**config.mk**
```make
export PLATFORM = sky130hd
export DESIGN_NAME = delay_corr_energy_param_flat
export DESIGN_NICKNAME = d
export VERILOG_FILES = /design/src/rtl/delay_corr_energy_param_if.sv /design/src/rtl/delay_corr_energy_param.sv /design/src/flat_wrapper.sv
export SDC_FILE = /design/constraint.sdc
export NUM_CORES = 2
export LEC_CHECK = 0
export ABC_AREA = 1
export CAP_MARGIN = 20
export CORE_MARGIN = 1.5
export CORE_UTILIZATION = 45
export DETAILED_ROUTE_END_ITERATION = 12
export PLACE_DENSITY = 0.6
export SLEW_MARGIN = 20
export SYNTH_ARGS = -nofsm -noshare
export SYNTH_HDL_FRONTEND = slang
export SYNTH_SLANG_ARGS = --single-unit
```
**constraint.sdc**
```tcl
create_clock -name Clk -period 6.22 [get_ports Clk]
set_input_delay 1.555 -clock Clk [delete_from_list [all_inputs] [get_ports Clk]]
set_output_delay 1.555 -clock Clk [all_outputs]
set_load 0.005 [all_outputs]
```
**src/rtl/delay_corr_energy_param_if.sv**
```systemverilog
// Stream bundle for delay_corr_energy_param.
// EnergySum exists only when DCE_ENERGY_EN is defined.
interface delay_corr_energy_param_if #(
  parameter int DW      = 8,
  parameter int LOG2WIN = 4
);
  localparam int PW = 2*DW+1;
  localparam int SW = PW+LOG2WIN;
  localparam int MW = SW+1;

  logic                 InputEnable;
  logic signed [DW-1:0] DataInRe;
  logic signed [DW-1:0] DataInIm;
  logic                 OutputEnable;
  logic [MW-1:0]        CorrMagnitude;
  logic signed [SW-1:0] CorrSumRe;
  logic signed [SW-1:0] CorrSumIm;
`ifdef DCE_ENERGY_EN
  logic signed [SW-1:0] EnergySum;
`endif

  modport master (
    output InputEnable, DataInRe, DataInIm,
    input  OutputEnable, CorrMagnitude,
    input  CorrSumRe, CorrSumIm
`ifdef DCE_ENERGY_EN
    , input EnergySum
`endif
  );

  modport slave (
    input  InputEnable, DataInRe, DataInIm,
    output OutputEnable, CorrMagnitude,
    output CorrSumRe, CorrSumIm
`ifdef DCE_ENERGY_EN
    , output EnergySum
`endif
  );
endinterface

```
**src/rtl/delay_corr_energy_param.sv**
```systemverilog
// Lag-LAG delay correlation over a WIN-sample window, |Re|+|Im| out.
// Define DCE_ENERGY_EN to add the windowed sum(|B|^2) output.
module delay_corr_energy_param #(
  parameter int DW      = 8,
  parameter int LAG     = 16,
  parameter int LOG2WIN = 4
) (
  input  logic Clk,
  input  logic Rst_n,
  input  logic Clear,
  delay_corr_energy_param_if.slave io
);
  localparam int WIN  = 1 << LOG2WIN;
  localparam int PW   = 2*DW+1;
  localparam int SW   = PW+LOG2WIN;
  localparam int MW   = SW+1;
  localparam int FILL = LAG+WIN;
  localparam int CW   = $clog2(FILL+1);

  typedef logic signed [DW-1:0] smp_t;
  typedef logic signed [PW-1:0] prd_t;
  typedef logic signed [SW-1:0] sum_t;

  smp_t dl_re_q [LAG];
  smp_t dl_re_d [LAG];
  smp_t dl_im_q [LAG];
  smp_t dl_im_d [LAG];
  logic [CW-1:0] cnt_q, cnt_d, cnt_nx;

  smp_t are_q, are_d, aim_q, aim_d;
  smp_t bre_q, bre_d, bim_q, bim_d;
  logic v1_q, v1_d, g1_q, g1_d;

  prd_t pre_q, pre_d, pim_q, pim_d;
  logic v2_q, v2_d, g2_q, g2_d;

  prd_t hre_q [WIN];
  prd_t hre_d [WIN];
  prd_t him_q [WIN];
  prd_t him_d [WIN];
  sum_t acc_re_q, acc_re_d, acc_im_q, acc_im_d;
  logic v3_q, v3_d, g3_q, g3_d;

  logic oe_q, oe_d;
  logic [MW-1:0] mag_q, mag_d;
  sum_t sre_q, sre_d, sim_q, sim_d;

`ifdef DCE_ENERGY_EN
  prd_t e_q, e_d;
  prd_t he_q [WIN];
  prd_t he_d [WIN];
  sum_t acc_e_q, acc_e_d, esum_q, esum_d;
`endif

  function automatic logic [MW-1:0] mag_of(input sum_t x);
    logic signed [MW-1:0] w;
    w = MW'(x);
    return (w < 0) ? MW'(-w) : MW'(w);
  endfunction

  always_comb begin
    dl_re_d  = dl_re_q;
    dl_im_d  = dl_im_q;
    cnt_nx   = (cnt_q == CW'(FILL)) ? cnt_q : cnt_q + 1'b1;
    cnt_d    = cnt_q;
    are_d    = are_q;
    aim_d    = aim_q;
    bre_d    = bre_q;
    bim_d    = bim_q;
    v1_d     = io.InputEnable;
    g1_d     = (cnt_nx == CW'(FILL));
    pre_d    = pre_q;
    pim_d    = pim_q;
    v2_d     = v1_q;
    g2_d     = g1_q;
    hre_d    = hre_q;
    him_d    = him_q;
    acc_re_d = acc_re_q;
    acc_im_d = acc_im_q;
    v3_d     = v2_q;
    g3_d     = g2_q;
    oe_d     = v3_q & g3_q;
    mag_d    = mag_q;
    sre_d    = sre_q;
    sim_d    = sim_q;
`ifdef DCE_ENERGY_EN
    e_d      = e_q;
    he_d     = he_q;
    acc_e_d  = acc_e_q;
    esum_d   = esum_q;
`endif

    if (io.InputEnable) begin
      are_d      = io.DataInRe;
      aim_d      = io.DataInIm;
      bre_d      = dl_re_q[LAG-1];
      bim_d      = dl_im_q[LAG-1];
      dl_re_d[0] = io.DataInRe;
      dl_im_d[0] = io.DataInIm;
      for (int i = 1; i < LAG; i++) begin
        dl_re_d[i] = dl_re_q[i-1];
        dl_im_d[i] = dl_im_q[i-1];
      end
      cnt_d = cnt_nx;
    end

    if (v1_q) begin
      pre_d = prd_t'(are_q) * prd_t'(bre_q)
            + prd_t'(aim_q) * prd_t'(bim_q);
      pim_d = prd_t'(aim_q) * prd_t'(bre_q)
            - prd_t'(are_q) * prd_t'(bim_q);
`ifdef DCE_ENERGY_EN
      e_d = prd_t'(bre_q) * prd_t'(bre_q)
          + prd_t'(bim_q) * prd_t'(bim_q);
`endif
    end

    if (v2_q) begin
      hre_d[0] = pre_q;
      him_d[0] = pim_q;
      for (int i = 1; i < WIN; i++) begin
        hre_d[i] = hre_q[i-1];
        him_d[i] = him_q[i-1];
      end
      acc_re_d = acc_re_q + sum_t'(pre_q) - sum_t'(hre_q[WIN-1]);
      acc_im_d = acc_im_q + sum_t'(pim_q) - sum_t'(him_q[WIN-1]);
`ifdef DCE_ENERGY_EN
      he_d[0] = e_q;
      for (int i = 1; i < WIN; i++) he_d[i] = he_q[i-1];
      acc_e_d = acc_e_q + sum_t'(e_q) - sum_t'(he_q[WIN-1]);
`endif
    end

    // Output registers move only on a live strobe, so they hold otherwise.
    if (v3_q && g3_q) begin
      mag_d = mag_of(acc_re_q) + mag_of(acc_im_q);
      sre_d = acc_re_q;
      sim_d = acc_im_q;
`ifdef DCE_ENERGY_EN
      esum_d = acc_e_q;
`endif
    end

    if (Clear) begin
      dl_re_d  = '{default: '0};
      dl_im_d  = '{default: '0};
      cnt_d    = '0;
      are_d    = '0;
      aim_d    = '0;
      bre_d    = '0;
      bim_d    = '0;
      v1_d     = 1'b0;
      g1_d     = 1'b0;
      pre_d    = '0;
      pim_d    = '0;
      v2_d     = 1'b0;
      g2_d     = 1'b0;
      hre_d    = '{default: '0};
      him_d    = '{default: '0};
      acc_re_d = '0;
      acc_im_d = '0;
      v3_d     = 1'b0;
      g3_d     = 1'b0;
      oe_d     = 1'b0;
      mag_d    = '0;
      sre_d    = '0;
      sim_d    = '0;
`ifdef DCE_ENERGY_EN
      e_d      = '0;
      he_d     = '{default: '0};
      acc_e_d  = '0;
      esum_d   = '0;
`endif
    end
  end

  always_ff @(posedge Clk or negedge Rst_n) begin
    if (!Rst_n) begin
      dl_re_q  <= '{default: '0};
      dl_im_q  <= '{default: '0};
      cnt_q    <= '0;
      are_q    <= '0;
      aim_q    <= '0;
      bre_q    <= '0;
      bim_q    <= '0;
      v1_q     <= 1'b0;
      g1_q     <= 1'b0;
      pre_q    <= '0;
      pim_q    <= '0;
      v2_q     <= 1'b0;
      g2_q     <= 1'b0;
      hre_q    <= '{default: '0};
      him_q    <= '{default: '0};
      acc_re_q <= '0;
      acc_im_q <= '0;
      v3_q     <= 1'b0;
      g3_q     <= 1'b0;
      oe_q     <= 1'b0;
      mag_q    <= '0;
      sre_q    <= '0;
      sim_q    <= '0;
`ifdef DCE_ENERGY_EN
      e_q      <= '0;
      he_q     <= '{default: '0};
      acc_e_q  <= '0;
      esum_q   <= '0;
`endif
    end else begin
      dl_re_q  <= dl_re_d;
      dl_im_q  <= dl_im_d;
      cnt_q    <= cnt_d;
      are_q    <= are_d;
      aim_q    <= aim_d;
      bre_q    <= bre_d;
      bim_q    <= bim_d;
      v1_q     <= v1_d;
      g1_q     <= g1_d;
      pre_q    <= pre_d;
      pim_q    <= pim_d;
      v2_q     <= v2_d;
      g2_q     <= g2_d;
      hre_q    <= hre_d;
      him_q    <= him_d;
      acc_re_q <= acc_re_d;
      acc_im_q <= acc_im_d;
      v3_q     <= v3_d;
      g3_q     <= g3_d;
      oe_q     <= oe_d;
      mag_q    <= mag_d;
      sre_q    <= sre_d;
      sim_q    <= sim_d;
`ifdef DCE_ENERGY_EN
      e_q      <= e_d;
      he_q     <= he_d;
      acc_e_q  <= acc_e_d;
      esum_q   <= esum_d;
`endif
    end
  end

  assign io.OutputEnable  = oe_q;
  assign io.CorrMagnitude = mag_q;
  assign io.CorrSumRe     = sre_q;
  assign io.CorrSumIm     = sim_q;
`ifdef DCE_ENERGY_EN
  assign io.EnergySum     = esum_q;
`endif

endmodule

```
**src/flat_wrapper.sv**
```systemverilog
// flat-port wrapper written by rule: the top's interface ports become plain ports
module delay_corr_energy_param_flat 
#(
  parameter int DW      = 8,
  parameter int LAG     = 16,
  parameter int LOG2WIN = 4
)
  (Clk, Rst_n, Clear, io_InputEnable, io_DataInRe, io_DataInIm, io_OutputEnable, io_CorrMagnitude, io_CorrSumRe, io_CorrSumIm);
  delay_corr_energy_param_if #(.DW(DW), .LOG2WIN(LOG2WIN)) io_i ();
  input  logic Clk;
  input  logic Rst_n;
  input  logic Clear;
  input wire logic [$bits(io_i.InputEnable)-1:0] io_InputEnable;
  input wire logic [$bits(io_i.DataInRe)-1:0] io_DataInRe;
  input wire logic [$bits(io_i.DataInIm)-1:0] io_DataInIm;
  output wire logic [$bits(io_i.OutputEnable)-1:0] io_OutputEnable;
  output wire logic [$bits(io_i.CorrMagnitude)-1:0] io_CorrMagnitude;
  output wire logic [$bits(io_i.CorrSumRe)-1:0] io_CorrSumRe;
  output wire logic [$bits(io_i.CorrSumIm)-1:0] io_CorrSumIm;
  assign io_i.InputEnable = io_InputEnable;
  assign io_i.DataInRe = io_DataInRe;
  assign io_i.DataInIm = io_DataInIm;
  assign io_OutputEnable = io_i.OutputEnable;
  assign io_CorrMagnitude = io_i.CorrMagnitude;
  assign io_CorrSumRe = io_i.CorrSumRe;
  assign io_CorrSumIm = io_i.CorrSumIm;
  delay_corr_energy_param #(.DW(DW), .LAG(LAG), .LOG2WIN(LOG2WIN)) u_core (.Clk(Clk), .Rst_n(Rst_n), .Clear(Clear), .io(io_i));
endmodule
```
### After elaboration in Yosys (flattened, before gate mapping)

Cells that the tools add are included.

* register bits: 985
* output and inout bits: 65
* word-level logic and storage cells: 149

* multipliers: 4
* eq/ne operators: 2
* $lt $le $gt $ge: 2
* bitwise logic cells: 1
* muxes and demuxes: 42
* add/sub/neg operators: 10
* reduce and logical (&&, ||, !) cells: 5

Operator list (count)
* 272-bit two-way mux: 4
* 128-bit two-way mux: 4
* 21-bit two-way mux: 8
* 22-bit two-way mux: 4
* 17-bit two-way mux: 4
* 8-bit by 8-bit multiplier with 16-bit output: 4
* 8-bit two-way mux: 8
* 21-bit negation with 22-bit output: 2
* 21-bit by 17-bit adder with 21-bit output: 2
* 21-bit by 1-bit < comparator with 1-bit output (second input constant): 2
* 21-bit by 17-bit subtractor with 21-bit output: 2
* 22-bit adder: 1
* 6-bit two-way mux: 3
* 17-bit adder: 1
* 17-bit subtractor: 1
* 6-bit equality test (second input constant): 2
* 2-bit nonzero test: 4
* 1-bit two-way mux: 7
* 6-bit by 1-bit adder with 6-bit output (second input constant): 1
* 1-bit bitwise AND: 1
* 1-bit logical AND: 1

### Longest topological paths before layout

* depth in word-level cells: 5
* mapped depth: 30

### Worst setup path after synthesis

Ideal clock, no wire load.

* kind: register -> register
* start point: register u_core.aim_q[7]
* end point: register u_core.pim_q[16]
* cell stages (with the launch flop): 26
* path slack: 1076 ps
* period minus slack after synthesis: 5144 ps
* setup time: 117 ps
* arrival: 5026 ps
* cell sequence: dfrtp_1 clkbuf_1 clkbuf_1 nand2_1 fa_1 inv_1 fa_1 inv_1 fa_1 inv_1 fa_1 ha_1 inv_1 nor3_1 nand3_1 nand3_1 inv_1 nand2_1 nand2_1 ha_1 a21oi_1 o21ai_0 a21oi_1 nand3_1 nand3_1 nand2_1

* longest elaborated chain between the ends: 4

RTL lines
* from (decl): line delay_corr_energy_param.sv:30 `smp_t are_q, are_d, aim_q, aim_d;`
* from (signal assigned): line delay_corr_energy_param.sv:213 `aim_q <= aim_d;`
* 8-bit by 8-bit multiplier with 16-bit output: line delay_corr_energy_param.sv:110 `pim_d = prd_t'(aim_q) * prd_t'(bre_q)`
* 17-bit subtractor: line delay_corr_energy_param.sv:111 `- prd_t'(are_q) * prd_t'(bim_q);`
* 17-bit two-way mux: line delay_corr_energy_param.sv:107 `if (v1_q) begin`
* 17-bit two-way mux: line delay_corr_energy_param.sv:144 `if (Clear) begin`
* to (signal assigned): line delay_corr_energy_param.sv:219 `pim_q <= pim_d;`
* to (decl): line delay_corr_energy_param.sv:34 `prd_t pre_q, pre_d, pim_q, pim_d;`

No other way between the ends. The select of a mux whose other input is x is not followed.
A chain may end at the register's enable or synchronous reset.

### Final worst setup path

* start point: register u_core.aim_q[0]
* end point: register u_core.pre_q[13]

* longest elaborated chain between the ends: 4

RTL lines
* 8-bit by 8-bit multiplier with 16-bit output: line delay_corr_energy_param.sv:109 `+ prd_t'(aim_q) * prd_t'(bim_q);`
* 17-bit adder: line delay_corr_energy_param.sv:109
* 17-bit two-way mux: line delay_corr_energy_param.sv:107
* 17-bit two-way mux: line delay_corr_energy_param.sv:144
* to (signal assigned): line delay_corr_energy_param.sv:218 `pre_q <= pre_d;`
* to (decl): line delay_corr_energy_param.sv:34

No other way between the ends. The select of a mux whose other input is x is not followed.

==> results.py <==
metrics = {
    "run_status": {
        "status": "complete, no violations",
    },
    "route": {
        "vias": 38900,
        "routedWlPerCell_um": 15.5,
        "drc": 0,
        "drtIter0Drc": 2892,
        "ant_nets": 0,
        "wl_um": 122000,
        "firstDrtPassIters": 5,
        "vias_per_cell": 4.92,
    },
    "cts": {
        "htreeDepth": 3,
        "cts_made_buffers": 103,
        "clk_pin_slew_ns": 0.07,
        "cts-root-buf": "clkbuf_16",
        "clk_latency_ns": 0.75,
        "cts_tree": "yes",
        "clk_path_buf_depth": 3,
        "cts_hold_buffers": 0,
        "cts.repair.resized": 0,
        "post-cts-setup-buffer-count": 0,
        "cts_sinks": 969,
    },
    "cells_and_area": {
        "final_layout_size_suffix_gt1_share_pct": 8.35,
        "nFillCells": 11700,
        "layout_common_cells": "inv_1, nand2_1, dfrtp_1",
        "diodes": 0,
        "syn2layout_area_growth_pct": 9.98,
        "final_common_cell": "inv_1",
        "nNetsFinal": 6689,
    },
    "grt": {
        "grt_pass1_vias": 39200,
        "grt_pass1_wl_um": 204000,
        "busiest_layer": "met2",
        "grtUsageTotal_pct": 19.8,
        "grt_use_met2_pct": 33.0,
        "antenna_found_initial": 0,
        "grt_max_degree": 152,
        "use_met3_pct": 2.67,
        "grt_use_met1_pct": 26.9,
        "grt-ovfl-total": 0,
    },
    "sta": {
        "grt_setup_unrepaired": "false",
        "worst_pin_slew_ns": 1.08,
        "slew_viol_final": 0,
        "post-route-period-util_pct": 90.1,
        "setup_viol": 0,
        "fmax_mhz": 178,
        "slew_headroom_pct": 27.8,
        "final_hold_viol_count": 0,
        "fin_setup_tns_ns": 0,
        "min_period_ns": 5.61,
        "fin_skew_ns": 0.0878,
    },
    "power_and_ir_drop": {
        "max-vdd-ir-drop_mv": 0.288,
        "power-per-cell-area_mw_per_mm2": 213,
        "p_leak_nw": 30.3,
        "finalPower_mw": 13.1,
    },
    "synth": {
        "seq_area_frac_synth_pct": 43.4,
        "netlist_area_mm2": 0.0558,
        "synthFlopType": "dfrtp_1",
        "ys_ff_latch": 969,
        "syn_inst": 6209,
        "async_reset_ff_share_pct": 100,
        "postSynthAreaPerCell_um2": 8.99,
        "yosysWarnings": 0,
        "synth_cell_types": 44,
        "synth_edf_count": 0,
        "synth.net_count": 6707,
    },
    "place": {
        "dp_hpwl_um": 87300,
        "place_congestion": 0.900,
        "io_buffers": 84,
    },
    "min_path": {
        "hold-path-endpoint": "u_core.dl_re_q[48]$_DFFE_PN0P_",
        "whs_path_depth": 2,
        "min_from": "u_core.dl_re_q[56]$_DFFE_PN0P_",
        "hold_class": "reg2reg",
    },
    "critical_path": {
        "r2r-start": "u_core.aim_q[0]$_DFFE_PN0P_",
        "path_class": "reg2reg",
        "r2r_end": "u_core.pre_q[13]$_DFFE_PN0P_",
        "r2r_slack_ns": 0.61,
        "cp.arrival_ns": 6.21,
        "cp-start-kind": "flop",
        "cp-end-kind": "flop",
        "path_max_fanout": 15,
        "cp.required_ns": 6.82,
        "r2r_cells": 23,
    },
    "floorplan": {
        "chipHeight_um": 355,
        "coreArea_mm2": 0.123,
        "start_util_pct": 45.3,
        "die-area_mm2": 0.126,
        "num_rows": 129,
        "ios": 85,
        "die_w_um": 355,
    },
    "job": {
        "cap_violations": 0,
    },
}
==> sequential cells by signal (all words and copies together), names as in the netlist, 22 cells and up <==
name,flops
u_core.him_q,272
u_core.dl_im_q,120
u_core.io.CorrMagnitude,22
u_core.hre_q,272
u_core.dl_re_q,120
==> metrics by stage <==
step                area [um2]  util, %  worst slack [ns]  hold WS, ns  instances
finish                   61400     49.8             0.615        0.450       7904
global route             61400     49.8            0.0204        0.493       7904
CTS                      61400     49.8             0.551        0.446       7904
detailed placement       57900     46.9             0.586        0.449       7723
global placement         57900     46.9             0.608        0.453       7723
floorplan                55800        -              1.08        0.434       6209
==> layer usage <==
layer	share of wire, %	vias up
met3	3.2	191
met1	46	18900
met2	48	551
li1	-	19300
met5	0	-
met4	2.6	0
==> cells by family after synthesis <==
kind of cell,after synthesis,share of synthesized area [%]
buffers and inverters,1966,14.2
flip-flops,969,43.4
AND/OR/NAND/NOR,1568,11.4
adder cells (fa/ha/maj),478,14.3
XOR/XNOR,96,1.51
AO/OA/AOI/OAI,1132,15.2
==> how the worst max path moves through the flow <==
stage                                           start                            to  depth (start not counted)
final                     u_core.aim_q[0]$_DFFE_PN0P_  u_core.pre_q[13]$_DFFE_PN0P_                         23
after CTS                 u_core.are_q[7]$_DFFE_PN0P_  u_core.pre_q[14]$_DFFE_PN0P_                         21
after detailed placement  u_core.are_q[7]$_DFFE_PN0P_  u_core.pre_q[14]$_DFFE_PN0P_                         20
after global routing      u_core.are_q[7]$_DFFE_PN0P_  u_core.pre_q[14]$_DFFE_PN0P_                         21
after global placement    u_core.aim_q[0]$_DFFE_PN0P_  u_core.pre_q[13]$_DFFE_PN0P_                         23
after floorplan           u_core.aim_q[7]$_DFFE_PN0P_  u_core.pim_q[16]$_DFFE_PN0P_                         25
==> worst max-delay path, stage by stage (launching register included) <==
cell and delay, ns:
dfrtp_1 0.78, inv_1 0.32, nand2_1 0.20, fa_1 0.44
fa_1 0.49, inv_1 0.05, fa_1 0.47, inv_1 0.05
fa_1 0.47, inv_1 0.04, ha_1 0.34, a21o_1 0.20
a31o_2 0.24, nand2_1 0.08, nand3_1 0.07, nand2_1 0.09
inv_1 0.04, ha_1 0.34, a21oi_1 0.27, o21ai_0 0.13
a21oi_1 0.19, nand3_1 0.09, nand3_1 0.10, nand2_1 0.05
==> cell usage after synthesis (2+ instances only) <==
master	number	area (um2)
nor2_8	2	40.0
a22o_1	2	17.5
o21ai_1	2	10.0
clkbuf_1	102	383
xnor2_1	31	272
buf_1	5	18.8
nand4_1	20	125
nand2b_1	2	12.5
nor3_1	27	135
buf_4	20	150
a21boi_0	2	15.0
buf_6	12	135
o211ai_1	2	15.0
nand3_1	158	791
a21o_1	4	30.0
o22ai_1	492	3080
buf_2	106	531
buf_8	22	330
nor2_2	3	18.8
and2_1	7	43.8
inv_2	5	18.8
nand3b_1	33	248
o31ai_1	4	30.0
or2_2	3	18.8
inv_1	1694	6360
fa_1	263	5270
a21oi_1	119	596
nor4_1	2	12.5
xor2_1	65	569
a31oi_1	6	37.5
nand2_1	1097	4120
o22ai_2	280	3500
ha_1	215	2690
o21bai_1	6	45.0
o21ai_0	207	1040
dfrtp_1	969	24200
nor2_1	212	796
a31o_2	2	17.5
==> cell type report <==
| cell class | count | area, um2 | share of cell area, % |
|---|---|---|---|
| flip-flops and latches | 969 | 24200 | 39.5 |
| multi-input cells | 3274 | 23700 | 38.5 |
| inverters | 1699 | 6410 | 10.4 |
| clock buffers | 142 | 2960 | 4.81 |
| well taps | 1637 | 2050 | 3.34 |
| repair buffers | 144 | 1530 | 2.50 |
| clock inverters | 39 | 543 | 0.885 |
==> where the power goes <==
part,switching (mW),internal (mW)
sequential,0.0394,6.32
clock,2.62,3.63
combinational,0.362,0.0801
total,3.03,10.0
Power figures use the tool's default switching activity.
